`config.mk`:
```
export PLATFORM = sky130hd
export DESIGN_NAME = stopwatch_sequencer
export DESIGN_NICKNAME = d
export VERILOG_FILES = /design/src/rtl/stopwatch_pkg.sv /design/src/rtl/switch_debounce.sv /design/src/rtl/stopwatch_sequencer.sv
export SDC_FILE = /design/constraint.sdc
export NUM_CORES = 1
export LEC_CHECK = 0
export ABC_AREA = 1
export CORE_MARGIN = 4
export CORE_UTILIZATION = 45
export DETAILED_ROUTE_END_ITERATION = 8
export PLACE_DENSITY = 0.62
export SKIP_CTS_REPAIR_TIMING = 1
export SLEW_MARGIN = 20
export SYNTH_ARGS = -nofsm -noshare
export SYNTH_HDL_FRONTEND = slang
export SYNTH_SLANG_ARGS = --single-unit
```
`constraint.sdc`:
```
create_clock -name clk -period 2.5 [get_ports clk]
set_input_delay 0.5 -clock clk [delete_from_list [all_inputs] [get_ports clk]]
set_output_delay 0.5 -clock clk [all_outputs]
set_load 0.005 [all_outputs]
```
`src/rtl/stopwatch_pkg.sv`:
```
// Shared types and constants for the stopwatch control front-end.
package stopwatch_pkg;

    typedef enum logic [2:0] {
        ST_IDLE  = 3'b000,
        ST_RUN   = 3'b001,
        ST_PAUSE = 3'b010,
        ST_CLEAR = 3'b011
    } state_t;

    localparam logic [2:0] CMD_START = 3'b001;
    localparam logic [2:0] CMD_PAUSE = 3'b010;
    localparam logic [2:0] CMD_CLEAR = 3'b011;
    localparam logic [2:0] CMD_LAP   = 3'b100;

    // Bits needed to hold 0..PERIOD-1 where PERIOD = clk_hz / tick_hz.
    function automatic int unsigned presc_width(input int unsigned clk_hz,
                                                input int unsigned tick_hz);
        int unsigned period;
        int unsigned w;
        period = clk_hz / tick_hz;
        w = 1;
        while ((64'(1) << w) < 64'(period)) begin
            w = w + 1;
        end
        return w;
    endfunction

endpackage

```
`src/rtl/switch_debounce.sv`:
```
// Two-flop synchronizer followed by a consecutive-sample debouncer for one raw switch.
module switch_debounce #(
    parameter int unsigned DEBOUNCE_CYCLES = 500_000
) (
    input  logic clk,
    input  logic rst,
    input  logic raw,
    output logic db
);

    localparam int unsigned CW = (DEBOUNCE_CYCLES > 1) ? $clog2(DEBOUNCE_CYCLES) : 1;
    localparam logic [CW-1:0] LAST = CW'(DEBOUNCE_CYCLES - 1);

    logic          sync1;
    logic          sync2;
    logic [CW-1:0] cnt;

    // A sample equal to the accepted value restarts the run of differing samples.
    always_ff @(posedge clk) begin
        if (rst) begin
            sync1 <= 1'b0;
            sync2 <= 1'b0;
            cnt   <= '0;
            db    <= 1'b0;
        end else begin
            sync1 <= raw;
            sync2 <= sync1;
            if (sync2 == db) begin
                cnt <= '0;
            end else if (cnt == LAST) begin
                db  <= sync2;
                cnt <= '0;
            end else begin
                cnt <= cnt + CW'(1);
            end
        end
    end

endmodule

```
`src/rtl/stopwatch_sequencer.sv`:
```
// Stopwatch control: switch conditioning, RUN/PAUSE/CLEAR FSM, count-enable prescaler, lap and led.
module stopwatch_sequencer
    import stopwatch_pkg::*;
#(
    parameter int unsigned CLK_HZ          = 50_000_000,
    parameter int unsigned TICK_HZ         = 1,
    parameter int unsigned DEBOUNCE_CYCLES = 500_000
) (
    input  logic       clk,
    input  logic       rst,
    input  logic       switch0,
    input  logic       switch1,
    input  logic       switch2,
    output logic       cnt_en,
    output logic       cnt_clr,
    output logic       lap_hold,
    output logic [2:0] state,
    output logic       led
);

    localparam int unsigned   PERIOD = CLK_HZ / TICK_HZ;
    localparam int unsigned   PW     = presc_width(CLK_HZ, TICK_HZ);
    localparam logic [PW-1:0] P_LAST = PW'(PERIOD - 1);
    localparam logic [PW-1:0] P_HALF = PW'(PERIOD / 2);

    logic          db0;
    logic          db1;
    logic          db2;
    logic [2:0]    cmd;
    logic          lap_prev;
    state_t        state_q;
    state_t        state_d;
    logic [PW-1:0] presc_q;
    logic [PW-1:0] presc_d;
    logic          cnt_en_d;
    logic          cnt_clr_d;
    logic          lap_d;
    logic          led_d;

    switch_debounce #(.DEBOUNCE_CYCLES(DEBOUNCE_CYCLES)) u_db0 (
        .clk (clk), .rst (rst), .raw (switch0), .db (db0)
    );
    switch_debounce #(.DEBOUNCE_CYCLES(DEBOUNCE_CYCLES)) u_db1 (
        .clk (clk), .rst (rst), .raw (switch1), .db (db1)
    );
    switch_debounce #(.DEBOUNCE_CYCLES(DEBOUNCE_CYCLES)) u_db2 (
        .clk (clk), .rst (rst), .raw (switch2), .db (db2)
    );

    assign cmd   = {db2, db1, db0};
    assign state = state_q;

    always_comb begin
        state_d   = state_q;
        presc_d   = '0;
        cnt_en_d  = 1'b0;
        cnt_clr_d = 1'b0;
        lap_d     = lap_hold;
        led_d     = 1'b0;

        case (state_q)
            ST_IDLE: begin
                if (cmd == CMD_START) state_d = ST_RUN;
            end
            ST_RUN: begin
                if (cmd == CMD_PAUSE)      state_d = ST_PAUSE;
                else if (cmd == CMD_CLEAR) state_d = ST_CLEAR;
            end
            ST_PAUSE: begin
                if (cmd == CMD_START)      state_d = ST_RUN;
                else if (cmd == CMD_CLEAR) state_d = ST_CLEAR;
            end
            ST_CLEAR: begin
                if (cmd == CMD_START) state_d = ST_RUN;
            end
            default: state_d = ST_IDLE;
        endcase

        // A wrap only emits a pulse if the FSM stays in RUN across that edge.
        if (state_q == ST_RUN) begin
            presc_d  = (presc_q == P_LAST) ? '0 : presc_q + PW'(1);
            cnt_en_d = (presc_q == P_LAST) && (state_d == ST_RUN);
        end else if (state_q == ST_PAUSE) begin
            presc_d = presc_q;
        end
        if ((state_d == ST_IDLE) || (state_d == ST_CLEAR)) begin
            presc_d = '0;
        end

        // Lap toggles on the LAP edge only; holding LAP is ignored.
        if ((state_d == ST_IDLE) || (state_d == ST_CLEAR)) begin
            lap_d = 1'b0;
        end else if (((state_q == ST_RUN) || (state_q == ST_PAUSE)) &&
                     (cmd == CMD_LAP) && !lap_prev) begin
            lap_d = ~lap_hold;
        end

        cnt_clr_d = (state_d == ST_CLEAR);
        led_d     = ((state_d == ST_RUN) || (state_d == ST_PAUSE)) && (presc_d >= P_HALF);
    end

    always_ff @(posedge clk) begin
        if (rst) begin
            state_q  <= ST_IDLE;
            presc_q  <= '0;
            lap_prev <= 1'b0;
            cnt_en   <= 1'b0;
            cnt_clr  <= 1'b0;
            lap_hold <= 1'b0;
            led      <= 1'b0;
        end else begin
            state_q  <= state_d;
            presc_q  <= presc_d;
            lap_prev <= (cmd == CMD_LAP);
            cnt_en   <= cnt_en_d;
            cnt_clr  <= cnt_clr_d;
            lap_hold <= lap_d;
            led      <= led_d;
        end
    end

endmodule

```
==> key figures <==
Status
  • Status: completed

CTS
  • Worst-path clk slew: 0.07 ns
  • Max Buffers Root-to-Sink: 2
  • Root Buffer: clkbuf_16
  • CTS buffer count: 9
  • Clock latency at the later pin of the worst-skew pair: 0.35 ns
  • CTS H-tree depth: 3
  • Clock Sinks: 100
  • CTS tree: yes

Route
  • Vias: 5123
  • Number of detailed-routing iterations run before antenna repair: 6
  • Final ANT Viol Nets: 0
  • Initial drt markers: 420
  • Residual DRC: 0
  • Drt wl/cell: 12.9 µm
  • Total routed wirelength: 12500 µm
  • Vias/cell: 5.25

Final layout
  • Final instance area: 5940 µm²
  • Share of post-route cells with drive strength above 1: 0.0720
  • Final core occ: 0.516
  • ANT cells: 0
  • Nets: 837
  • Area growth from synthesis to layout: 11.4%
  • Finished Layout Cells: 976
  • Fillers: 1157

Timing
  • Post-layout min period: 2.23 ns
  • Fin. max-slew vios: 0
  • Max frequency: 449 MHz
  • Max_slew headroom: 0.653
  • Least-Margin Pin Slew: 0.516 ns
  • Worst Skew: 0.00599 ns
  • Final Hold Viols: 0
  • Setup TNS: 0 ns
  • Final setup fails: 0
  • Unrepaired setup endpoints after global routing: false
  • Final worst setup slack: 0.272 ns
  • Final Cycle Share: 0.891

Placement
  • HPWL after DPL: 9380 µm
  • Dpl cells: 960
  • # port buffers: 11
  • Routability cong.: 0.948
  • Area after DPL: 5620 µm²
  • Pre-CTS setup slack: 0.312 ns

Synth
  • Syn_area_per_cell: 6.58 µm²
  • Share of async-settable or async-resettable flops after synthesis: 0
  • Syn_nets: 819
  • Number of enable flip-flop cells after synthesis: 0
  • Register area share after synthesis: 0.376
  • Unique cell type count in the Yosys netlist: 45
  • Synth warn: 0
  • Top FF cell, synth: dfxtp_1
  • Synth top area cells: dfxtp_1, nand2_1, nor2_1
  • Mapped Cells: 810
  • Post-synth top area share: 0.376
  • Yosys top cell by area: dfxtp_1
  • Yosys reg bits: 100
  • Most numerous cell in the Yosys netlist: nand2_1
  • Synthesized cell area: 5330 µm²
  • Synth cell count leaders: nand2_1, nor2_1, inv_1

Die
  • Core region area: 11500 µm²
  • Top Ports: 12
  • Die width: 117 µm
  • Cell Rows: 39
  • Vert. Die Dim: 117 µm
  • Initial Utilization: 0.463
  • Die area: 13600 µm²

Power and ir drop
  • LEAKAGE: 2.13 nW
  • Power Density: 528 nW/µm²
  • Peak supply drop: 0.000414 V

Global route
  • Vias in the first global route: 4856
  • GRT Resource Usage Total: 0.200
  • Largest net degree at the start of global routing: 31
  • Grt ovf: 0
  • First-pass GRT wire length: 21900 µm
  • Initial antenna violation count: 0

Setup path
  • Crit Path Class: register to register
  • CP Data Arrival Time: 2.47 ns
  • Crit start category: register
  • CP Max Fanout: 5
  • Internal reg-to-reg setup slack: 0.27 ns
  • Required time worst endpoint: 2.74 ns
  • Critical Path Sink Type: register

Hold path
  • Min-delay worst type: register to register

Flow run
  • Max cap viols: 0
-- worst max-delay path: stages, from the launching register on --
cell,delay [ns]
dfxtp_1,0.41
ha_1,0.25
nand2_2,0.12
nor2_4,0.16
nand3_1,0.09
nor2_1,0.11
nand2_1,0.16
nand3_1,0.13
nand2_1,0.05
nand3_1,0.12
a21boi_1,0.26
nand2_1,0.08
o21ai_1,0.12
nor2_1,0.05
-- flip-flops by register name, summed over array words and instances, names as in the netlist, 3 cells and up --
register,flops
u_db0.cnt,19
state,3
u_db1.cnt,19
presc_q,26
u_db2.cnt,19
-- kinds of logic after synthesis --
logic type,share of synthesized area
adders and majority gates,0.00939
xor gates and xnor gates,0.0263
other,0.000704
DFF,0.376
AOI/OAI and AO/OA,0.0869
buffers and inverters,0.0923
and+or+nand+nor,0.409
-- cells in the final DEF (no fill, tap or decap), types with 10 or more instances in the layout --
| cell | n |
|---|---|
| inv_1 | 111 |
| a21oi_1 | 41 |
| o21ai_0 | 25 |
| clkdlybuf4s50_1 | 11 |
| nand2_1 | 173 |
| nor3_1 | 31 |
| nor2_1 | 135 |
| xor2_1 | 10 |
| dfxtp_1 | 100 |
| nand4_1 | 15 |
| nor4_1 | 12 |
| nand3_1 | 70 |
| nor2_2 | 11 |
-- per-stage QoR --
step / power, mW / hold slack, ns
2_1_floorplan: 1.66 / 0.388
3_3_place_gp: 1.68 / 0.400
3_5_place_dp: 1.68 / 0.398
4_1_cts: 3.17 / 0.409
5_1_grt: 3.24 / 0.430
6_report: 3.13 / 0.406
-- power by group --
group | switching (mW) | leakage [nW] | internal, mW | total (mW)
combinational | 0.0241 | 1.17 | 0.0153 | 0.0394
clock | 0.627 | 0.160 | 0.864 | 1.49
sequential | 0.00423 | 0.807 | 1.60 | 1.60
-- final cells by class --
| type | count | area (µm²) | area share |
|---|---|---|---|
| timing repair buffer | 20 | 178 | 0.0299 |
| multi-input combinational | 584 | 2840 | 0.477 |
| clock inverter | 4 | 52.6 | 0.00885 |
| inverter | 113 | 425 | 0.0716 |
| sequential | 100 | 2000 | 0.337 |
| tap | 143 | 179 | 0.0301 |
| clock buffer | 12 | 267 | 0.0449 |
-- metal layers --
metal | share of wire | up-vias | track usage | wire (µm)
met5 | 0 | - | 0 | 0
met4 | 0.012 | 0 | 0.0635 | 153
met3 | 0.055 | 13 | 0.0478 | 691
met2 | 0.46 | 101 | 0.325 | 5730
met1 | 0.48 | 2362 | 0.262 | 5970
li1 | - | 2647 | - | -
-- worst paths after layout --
kind | startpoint | end | depth (start not counted)
hold / removal | u_db2.sync1$_SDFF_PP0_ | u_db2.sync2$_SDFF_PP0_ | 2
setup reg to reg | presc_q[0]$_SDFF_PP0_ | led$_SDFF_PP0_ | 13
hold reg to reg | u_db2.sync1$_SDFF_PP0_ | u_db2.sync2$_SDFF_PP0_ | 2
setup / recovery | presc_q[0]$_SDFF_PP0_ | led$_SDFF_PP0_ | 13
No activity file was read; power rests on OpenSTA's default activity.
